### config.mk
export PLATFORM = sky130hd
export DESIGN_NAME = load_store_unit_flat
export DESIGN_NICKNAME = d
export VERILOG_FILES = /design/src/rtl/lsu_pkg.sv /design/src/rtl/lsu_if.sv /design/src/rtl/lsu_align.sv /design/src/rtl/load_store_unit.sv /design/src/flat_wrapper.sv
export SDC_FILE = /design/constraint.sdc
export NUM_CORES = 1
export LEC_CHECK = 0
export ABC_AREA = 0
export BUFFER_PORTS_ARGS = -buffer_cell sky130_fd_sc_hd__buf_2
export CAP_MARGIN = 20
export CORE_ASPECT_RATIO = 1.75
export CORE_UTILIZATION = 30
export DETAILED_ROUTE_END_ITERATION = 10
export GPL_ROUTABILITY_DRIVEN = 0
export PLACE_DENSITY = 0.57
export SETUP_SLACK_MARGIN = 0.3
export SKIP_CTS_REPAIR_TIMING = 1
export SLEW_MARGIN = 40
export SYNTH_ARGS = -nofsm -noshare
export SYNTH_HDL_FRONTEND = slang
export SYNTH_HIERARCHICAL = 1
export SYNTH_SLANG_ARGS = --single-unit
### constraint.sdc
create_clock -name clk -period 3.2 [get_ports clk]
set_input_delay 0.16 -clock clk [delete_from_list [all_inputs] [get_ports clk]]
set_output_delay 0.16 -clock clk [all_outputs]
set_load 0.02 [all_outputs]
### src/rtl/lsu_pkg.sv
// Shared types for the load/store unit: FSM states, RV32 funct3 load/store codes, access sizes.
package lsu_pkg;

  typedef enum logic [1:0] {
    IDLE = 2'd0,
    REQ  = 2'd1,
    RESP = 2'd2,
    DONE = 2'd3
  } lsu_state_e;

  typedef enum logic [1:0] {
    SZ_B = 2'd0,
    SZ_H = 2'd1,
    SZ_W = 2'd2
  } lsu_size_e;

  localparam logic [2:0] F3_B  = 3'b000;
  localparam logic [2:0] F3_H  = 3'b001;
  localparam logic [2:0] F3_W  = 3'b010;
  localparam logic [2:0] F3_BU = 3'b100;
  localparam logic [2:0] F3_HU = 3'b101;

  function automatic lsu_size_e f3_size(input logic [2:0] f3);
    case (f3[1:0])
      2'b00:   return SZ_B;
      2'b01:   return SZ_H;
      default: return SZ_W;
    endcase
  endfunction

endpackage

### src/rtl/lsu_if.sv
// Valid/ready data bus between the load/store unit (master) and memory (slave).
interface lsu_if;
  logic        bus_valid;
  logic        bus_ready;
  logic        bus_we;
  logic [31:0] bus_addr;
  logic [3:0]  bus_be;
  logic [31:0] bus_wdata;
  logic        bus_rvalid;
  logic [31:0] bus_rdata;

  modport master (
    output bus_valid, bus_we, bus_addr, bus_be, bus_wdata,
    input  bus_ready, bus_rvalid, bus_rdata
  );

  modport slave (
    input  bus_valid, bus_we, bus_addr, bus_be, bus_wdata,
    output bus_ready, bus_rvalid, bus_rdata
  );
endinterface

### src/rtl/lsu_align.sv
// Combinational lane logic: byte enables, store replication, load extraction/extension,
// illegal-funct3 and misalignment detection.
import lsu_pkg::*;

module lsu_align (
  input  logic        write,
  input  logic [2:0]  funct3,
  input  logic [1:0]  addr_lo,
  input  logic [31:0] wdata,
  input  logic [31:0] rdata_word,
  output logic [3:0]  be,
  output logic [31:0] wdata_rep,
  output logic [31:0] rdata_ext,
  output logic        illegal,
  output logic        misaligned
);

  function automatic logic [31:0] extend(input logic [15:0] v, input lsu_size_e sz,
                                         input logic uns);
    logic signed [7:0]  b_s;
    logic signed [15:0] h_s;
    b_s = v[7:0];
    h_s = v;
    if (sz == SZ_B) return uns ? {24'b0, v[7:0]} : 32'(b_s);
    return uns ? {16'b0, v} : 32'(h_s);
  endfunction

  lsu_size_e   size;
  logic [7:0]  lane_b;
  logic [15:0] lane_h;

  assign size   = f3_size(funct3);
  assign lane_b = rdata_word[{addr_lo, 3'b000} +: 8];
  assign lane_h = rdata_word[{addr_lo[1], 4'b0000} +: 16];

  always_comb begin
    case (funct3)
      F3_B, F3_H, F3_W: illegal = 1'b0;
      F3_BU, F3_HU:     illegal = write;
      default:          illegal = 1'b1;
    endcase
  end

  // Halves ignore addr[0] and words ignore addr[1:0]; misaligned only reports it.
  always_comb begin
    be         = 4'b1111;
    wdata_rep  = wdata;
    rdata_ext  = rdata_word;
    misaligned = 1'b0;
    case (size)
      SZ_B: begin
        be        = 4'b0001 << addr_lo;
        wdata_rep = {4{wdata[7:0]}};
        rdata_ext = extend({8'b0, lane_b}, SZ_B, funct3[2]);
      end
      SZ_H: begin
        be         = 4'b0011 << {addr_lo[1], 1'b0};
        wdata_rep  = {2{wdata[15:0]}};
        rdata_ext  = extend(lane_h, SZ_H, funct3[2]);
        misaligned = addr_lo[0];
      end
      default: begin
        misaligned = |addr_lo;
      end
    endcase
  end

endmodule

### src/rtl/load_store_unit.sv
// Memory stage: one valid/ready bus access per request, stalling the core until done.
// Build option: LSU_MISALIGN_TRAP_EN rejects misaligned halves/words with err instead of aligning.
import lsu_pkg::*;

module load_store_unit #(
  parameter int unsigned TIMEOUT_CYCLES = 255
) (
  input  logic        clk,
  input  logic        rst_n,
  input  logic        req_valid,
  input  logic        req_write,
  input  logic [2:0]  funct3,
  input  logic [31:0] addr,
  input  logic [31:0] wdata,
  output logic        stall,
  output logic        done,
  output logic [31:0] rdata_out,
  output logic        err,
  lsu_if.master       bus
);

  localparam int          CW     = (TIMEOUT_CYCLES > 1) ? $clog2(TIMEOUT_CYCLES + 1) : 1;
  localparam logic [31:0] TO_LIM = (TIMEOUT_CYCLES == 0) ? 32'd0 : 32'(TIMEOUT_CYCLES - 1);

  lsu_state_e  state_q, state_d;
  logic        we_p0;
  logic [2:0]  f3_p0;
  logic [31:0] addr_p0, wdata_p0, rdata_p1;
  logic        err_q;
  logic [CW-1:0] cnt_q;

  logic        in_idle, accept, reject, to_hit, abort;
  logic [3:0]  al_be;
  logic [31:0] al_wdata, al_rdata;
  logic        al_illegal, al_misaligned;

  assign in_idle = (state_q == IDLE);
  assign accept  = in_idle & req_valid;

  // While idle the lane logic judges the incoming request; afterwards it serves the latched one.
  lsu_align u_align (
    .write      (in_idle ? req_write : we_p0),
    .funct3     (in_idle ? funct3 : f3_p0),
    .addr_lo    (in_idle ? addr[1:0] : addr_p0[1:0]),
    .wdata      (wdata_p0),
    .rdata_word (bus.bus_rdata),
    .be         (al_be),
    .wdata_rep  (al_wdata),
    .rdata_ext  (al_rdata),
    .illegal    (al_illegal),
    .misaligned (al_misaligned)
  );

`ifdef LSU_MISALIGN_TRAP_EN
  assign reject = al_illegal | al_misaligned;
`else
  logic misaligned_unused;
  assign misaligned_unused = al_misaligned;
  assign reject            = al_illegal;
`endif

  assign to_hit = (TIMEOUT_CYCLES != 0) && (32'(cnt_q) >= TO_LIM);
  assign abort  = to_hit & (((state_q == REQ) & ~bus.bus_ready) |
                            ((state_q == RESP) & ~bus.bus_rvalid));

  always_ff @(posedge clk or negedge rst_n) begin
    if (!rst_n) state_q <= IDLE;
    else        state_q <= state_d;
  end

  always_comb begin
    state_d = state_q;
    case (state_q)
      IDLE:    if (req_valid) state_d = reject ? DONE : REQ;
      REQ:     if (bus.bus_ready) state_d = RESP;
               else if (abort) state_d = DONE;
      RESP:    if (bus.bus_rvalid || abort) state_d = DONE;
      DONE:    state_d = IDLE;
      default: state_d = IDLE;
    endcase
  end

  // Outputs are gated by state so nothing leaks out of unreset data latches.
  always_comb begin
    bus.bus_valid = 1'b0;
    bus.bus_we    = 1'b0;
    bus.bus_addr  = '0;
    bus.bus_be    = '0;
    bus.bus_wdata = '0;
    done          = 1'b0;
    err           = 1'b0;
    rdata_out     = '0;
    if (state_q == REQ) begin
      bus.bus_valid = 1'b1;
      bus.bus_we    = we_p0;
      bus.bus_addr  = {addr_p0[31:2], 2'b00};
      bus.bus_be    = al_be;
      bus.bus_wdata = al_wdata;
    end
    if (state_q == DONE) begin
      done      = 1'b1;
      err       = err_q;
      rdata_out = rdata_p1;
    end
  end

  assign stall = req_valid & ~done;

  always_ff @(posedge clk or negedge rst_n) begin
    if (!rst_n)      err_q <= 1'b0;
    else if (accept) err_q <= reject;
    else if (abort)  err_q <= 1'b1;
  end

  always_ff @(posedge clk or negedge rst_n) begin
    if (!rst_n)                                 cnt_q <= '0;
    else if (state_q == REQ || state_q == RESP) cnt_q <= cnt_q + 1'b1;
    else                                        cnt_q <= '0;
  end

  // p0: request latch at accept; p1: formatted load data captured with the response.
  always_ff @(posedge clk) begin
    if (accept) begin
      we_p0    <= req_write;
      f3_p0    <= funct3;
      addr_p0  <= addr;
      wdata_p0 <= wdata;
    end
    if (accept)
      rdata_p1 <= '0;
    else if (state_q == RESP && bus.bus_rvalid && !we_p0)
      rdata_p1 <= al_rdata;
  end

endmodule

### src/flat_wrapper.sv
// flat-port wrapper written by rule: the top's interface ports become plain ports
module load_store_unit_flat 
#(
  parameter int unsigned TIMEOUT_CYCLES = 255
)
  (clk, rst_n, req_valid, req_write, funct3, addr, wdata, stall, done, rdata_out, err, bus_bus_valid, bus_bus_we, bus_bus_addr, bus_bus_be, bus_bus_wdata, bus_bus_ready, bus_bus_rvalid, bus_bus_rdata);
  lsu_if bus_i ();
  input  logic clk;
  input  logic rst_n;
  input  logic req_valid;
  input  logic req_write;
  input  logic [2:0] funct3;
  input  logic [31:0] addr;
  input  logic [31:0] wdata;
  output logic stall;
  output logic done;
  output logic [31:0] rdata_out;
  output logic err;
  output wire logic [$bits(bus_i.bus_valid)-1:0] bus_bus_valid;
  output wire logic [$bits(bus_i.bus_we)-1:0] bus_bus_we;
  output wire logic [$bits(bus_i.bus_addr)-1:0] bus_bus_addr;
  output wire logic [$bits(bus_i.bus_be)-1:0] bus_bus_be;
  output wire logic [$bits(bus_i.bus_wdata)-1:0] bus_bus_wdata;
  input wire logic [$bits(bus_i.bus_ready)-1:0] bus_bus_ready;
  input wire logic [$bits(bus_i.bus_rvalid)-1:0] bus_bus_rvalid;
  input wire logic [$bits(bus_i.bus_rdata)-1:0] bus_bus_rdata;
  assign bus_bus_valid = bus_i.bus_valid;
  assign bus_bus_we = bus_i.bus_we;
  assign bus_bus_addr = bus_i.bus_addr;
  assign bus_bus_be = bus_i.bus_be;
  assign bus_bus_wdata = bus_i.bus_wdata;
  assign bus_i.bus_ready = bus_bus_ready;
  assign bus_i.bus_rvalid = bus_bus_rvalid;
  assign bus_i.bus_rdata = bus_bus_rdata;
  load_store_unit #(.TIMEOUT_CYCLES(TIMEOUT_CYCLES)) u_core (.clk(clk), .rst_n(rst_n), .req_valid(req_valid), .req_write(req_write), .funct3(funct3), .addr(addr), .wdata(wdata), .stall(stall), .done(done), .rdata_out(rdata_out), .err(err), .bus(bus_i));
endmodule
==> results of run 1 <==
[registers in the layout, indices dropped and copies added, names as in the netlist]
name             count
u_core/err_q         1
u_core/rdata_p1     32
u_core/addr_p0      32
u_core/f3_p0         3
u_core/we_p0         1
u_core/state_q       2
u_core/cnt_q         8
u_core/wdata_p0     32
[per-layer routing]
layer  vias to the layer above  share of wire  GRT usage
met3                        28          0.071     0.0501
met2                       173           0.53      0.298
met4                         2          0.026     0.0717
met1                      2222           0.37      0.168
li1                       2393              -          -
met5                         -        0.00048          0
[where the power goes]
group | internal (mW) | total, mW | switching [mW]
clock | 0.549 | 1.12 | 0.571
sequential | 1.89 | 2.05 | 0.157
combinational | 1.12 | 2.76 | 1.64
[placed cells by master, fill, tap and decap left out, drive strengths merged, types with 2 or more instances in the layout]
cell and instances:
a21oi 36, dlygate4sd3 67, clkinv 2, nor2b 6, nor3 2, o21bai 4
edfxtp 68, nand2 90, mux2 22, a21boi 2, dfrtp 11, and2 106
ha 6, clkbuf 9, conb 2, a22o 10, buf 225, a221o 16
or3 2, mux2i 18, dfxtp 32, nor2 15, o21ai 26, nand3 3
xnor2 3, inv 9, diode 2
[final timing paths]
| path | start | to | slack [ps] | cells after the start |
|---|---|---|---|---|
| worst min-delay path | addr[1] | u_core/addr_p0[1] | 6 | 1 |
| min in group asynchronous | rst_n | u_core/cnt_q[4] | 200 | 2 |
| worst max register to register | u_core/state_q[0] | u_core/rdata_p1[4] | 490 | 8 |
| worst min register to register | u_core/rdata_p1[1] | u_core/rdata_p1[1] | 450 | 2 |
| max in group asynchronous | rst_n | u_core/err_q | 2790 | 2 |
| worst max-delay path | u_core/state_q[0] | bus_bus_wdata[12] | 470 | 8 |
[metrics by stage]
step,util,power [mW]
floorplan,-,3.93
global placement,0.370,4.73
detailed placement,0.370,4.74
CTS,0.386,5.87
global route,0.425,6.30
finish,0.425,5.93
[final cells by class]
class	count	area, sq um
clock inverters	7	65.1
repair buffers	292	1850
flip-flops and latches	111	2960
diodes	2	5.00
multi-input cells	383	2430
fillers	1844	10600
clock buffers	9	225
well taps	238	298
inverters	5	18.8
==> metrics, run 1 <==
outcome=completed; Setup TNS Final=0 ps; Die X=106 um; Slowest-stage cell, CP=dfrtp_1; Worst Max-Slew Pin Slew=837 ps; maximum VDD drop=370 uV; Final ANT Viol Nets=0; CTS Buf Count=9; Tcrit/Tclk final=0.853; Routed WL per cell=15.8 um; final WL=16.5 mm; nets@finish=913; CP delay by family, top=multiplexers; CTS root buf=clkbuf_16; dpl cells=959; Port Buffers=207; Max Slew Vio Count=0; CP required=3040 ps; Syn Inst Count=547; Clock Sink Count=about 110; dpl cell area=slightly below 0.007 sq mm; first-pass GRT wire length=23.7 mm; initial antenna violation count=4; Max Fclk=366 MHz; Place WS=384 ps; Final Cell Area=0.00785 sq mm; Hold Path Class=in2reg; Pleak=3.50 nW; drt first pass iters=4; total of max-cap violations=0; power density over the cells=between 700 and 800 mW/mm^2; Area growth syn-to-layout=39.4%; number of remaining DRC errors=0; Final WS setup=470 ps; crit end category=output port; layout cell share with drive strength beyond 1=0.317; final setup fails=0; Max-slew headroom=0.438; CP arrival=2570 ps; clk_lat worst skew=360 ps; Setup Skew=5.61 ps; worst path cell trace=inv_1 -> ha_4 -> mux2_2 -> nor2_2 -> buf_4 -> mux2_1 -> and2_1 -> buf_2; core area=0.0185 sq mm; Initial Utilization=0.304; element type at the critical path start=flop; Critical Path Max Stage Delay=about 430 ps; Overflow after GRT=0; Avg Inst Size Synth=10.3 sq um; largest net degree at the start of global routing=51; die area=0.0193 sq mm; Vias/cell=about 4.6; gr usage total=0.162; CP Class=reg2out; die height=183 um; Mapped Area=about 0.0056 sq mm; buffers and inverters on the worst path=3; via count=approximately 4800; Final Hold Vio Count=0; H-Tree Depth=3; Final Non-Filler Cells=1047; DR iter-0 viols=174; number of global-route vias before repair=approximately 4600; maximum fanout along the worst path=10; worst hold slack=between 6 and 7 ps; Rows=66; Tmin final=~2700 ps; Worst-path clk slew=80 ps; DP HPWL=~12 mm; clock tree buffer depth=2; synthesis warning total=6; RSZ-0062 raised after global routing=no; Ports=210; CTS tree=built
Power figures use the tool's default switching activity.
==> inputs of run 2 (changes only) <==
Settings changed: CORE_UTILIZATION 30 to 38, PLACE_DENSITY 0.57 to 0.68.
Clock period 3.2 ns to 3 ns, I/O delays scaled along.
==> metrics, run 2 (same netlist as run 1, synthesis figures left out) <==
Hold Path Class=in2reg; power density over the cells=821 mW/mm^2; clock group share of total power=0.196; initial antenna violation count=2; Final Non-Filler Cells=991; r2r setup slk=500 ps; storage element area=0.00296 sq mm; DP HPWL=11.6 mm; CP required=2850 ps; final setup fails=0; Rows=58; highest-count cells in the layout ignoring fill and taps=buf_2 (207), and2_1 (105), nand2_1 (90), dlygate4sd3_1 (68), edfxtp_1 (68); largest net degree at the start of global routing=40; Die X=94.0 um; min-delay src=addr[0]; Critical Path Source=u_core/state_q[0]; layout cell share with drive strength beyond 1=0.318; Pleak=3.51 nW; number of global-route vias before repair=~4900; sequential power share=0.344; CTS Buf Count=9; total power draw=6.42 mW; RSZ-0062 raised after global routing=no; hold depth=1; first-pass GRT wire length=roughly 24 mm; number of cells on the worst reg-to-reg path=9; Tcrit/Tclk final=0.863; Filler cells=approximately 1300; via count=5002; Vias/cell=5.05; Final ANT Viol Nets=0; Max Slew Vio Count=0; Max Fclk=386 MHz; Routed WL per cell=approximately 17 um; crit end category=output port; final WL=16.6 mm; leading cell type in the layout, fill and taps excluded=buf_2; Reg2Reg Capture Point=u_core/rdata_p1[14]; combined area of the multi-input logic cells=0.00243 sq mm; Final Hold Vio Count=0; Top Registers=u_core/addr_p0 x32, u_core/rdata_p1 x32, u_core/wdata_p0 x32; drt first pass iters=5; Clock Sink Count=111; Comb power frac=0.460; Max-slew headroom=0.582; total of max-cap violations=0; die height=between 150 and 200 um; H-Tree Depth=3; maximum fanout along the worst path=8; Overflow after GRT=0; clock tree buffer depth=2; worst r2r src=u_core/state_q[0]; die area=0.0153 sq mm; switching part of the total power=0.396; Ports=210; WHS Endpoint=u_core/addr_p0[0]; Setup TNS Final=0 ps; Port Buffers=207; Tmin final=2590 ps; core area=between 0.01 and 0.015 sq mm; DR iter-0 viols=around 290; Worst-path clk slew=around 70 ps; number of remaining DRC errors=0; worst hold slack=2.04 ps; element type at the critical path start=flop; CTS tree=built; Worst Max-Slew Pin Slew=around 630 ps; Net Sw Power=~2.5 mW; CP arrival=2440 ps; maximum VDD drop=627 uV; Setup Skew=approximately 7.5 ps; gr usage total=0.205; CP Class=reg2out; dpl cells=900; CTS root buf=clkbuf_16; P_int=3.88 mW; clk_lat worst skew=350 ps; Area growth syn-to-layout=38.8%; nets@finish=914; outcome=completed; Initial Utilization=0.390
## run 2: layer usage
| layer | GRT usage | part of all wire |
|---|---|---|
| met5 | 0 | 0.00079 |
| met4 | 0.115 | 0.042 |
| met3 | 0.0647 | 0.078 |
| met2 | 0.367 | 0.53 |
| met1 | 0.204 | 0.35 |
## run 2: per-stage QoR
stage | utilization | worst slack [ps] | instance area (sq um)
final | 0.541 | 411 | 7820
after global routing | 0.541 | 302 | 7810
after CTS | 0.490 | 6.94 | 7080
after detailed placement | 0.468 | 212 | 6760
after global placement | 0.468 | 380 | 6760
after floorplan | - | 605 | 5640
## run 2: worst max-delay path: stages (launching register included)
cell and delay (ps):
dfrtp_1 440, inv_2 120, ha_4 180, mux2_2 390, nor2_2 160, buf_6 170
mux2_1 330, and2_1 140, buf_2 170
## run 2: final cells by class
class,count,area share
multi-input combinational,383,0.310
clock inverter,7,0.0117
antenna,3,0.000960
inverter,5,0.00240
sequential,111,0.378
clock buffer,9,0.0288
tap,180,0.0288
timing repair buffer,293,0.239
## run 2: how the worst max path moves through the flow
stage,to,depth (start not counted)
global placement,u_core/rdata_p1[6],8
global route,bus_bus_wdata[11],8
floorplan,u_core/rdata_p1[8],11
detailed placement,u_core/rdata_p1[6],8
CTS,bus_bus_wdata[8],8
finish,bus_bus_wdata[8],8
## run 2: power by group through the flow
stage	sequential [mW]	clock, mW	combinational [mW]
after global placement	2.22	0	2.73
after CTS	2.20	1.29	2.81
final	2.21	1.26	2.96
after floorplan	2.16	0	2.03
after detailed placement	2.24	0	2.80
after global routing	2.25	1.34	3.23
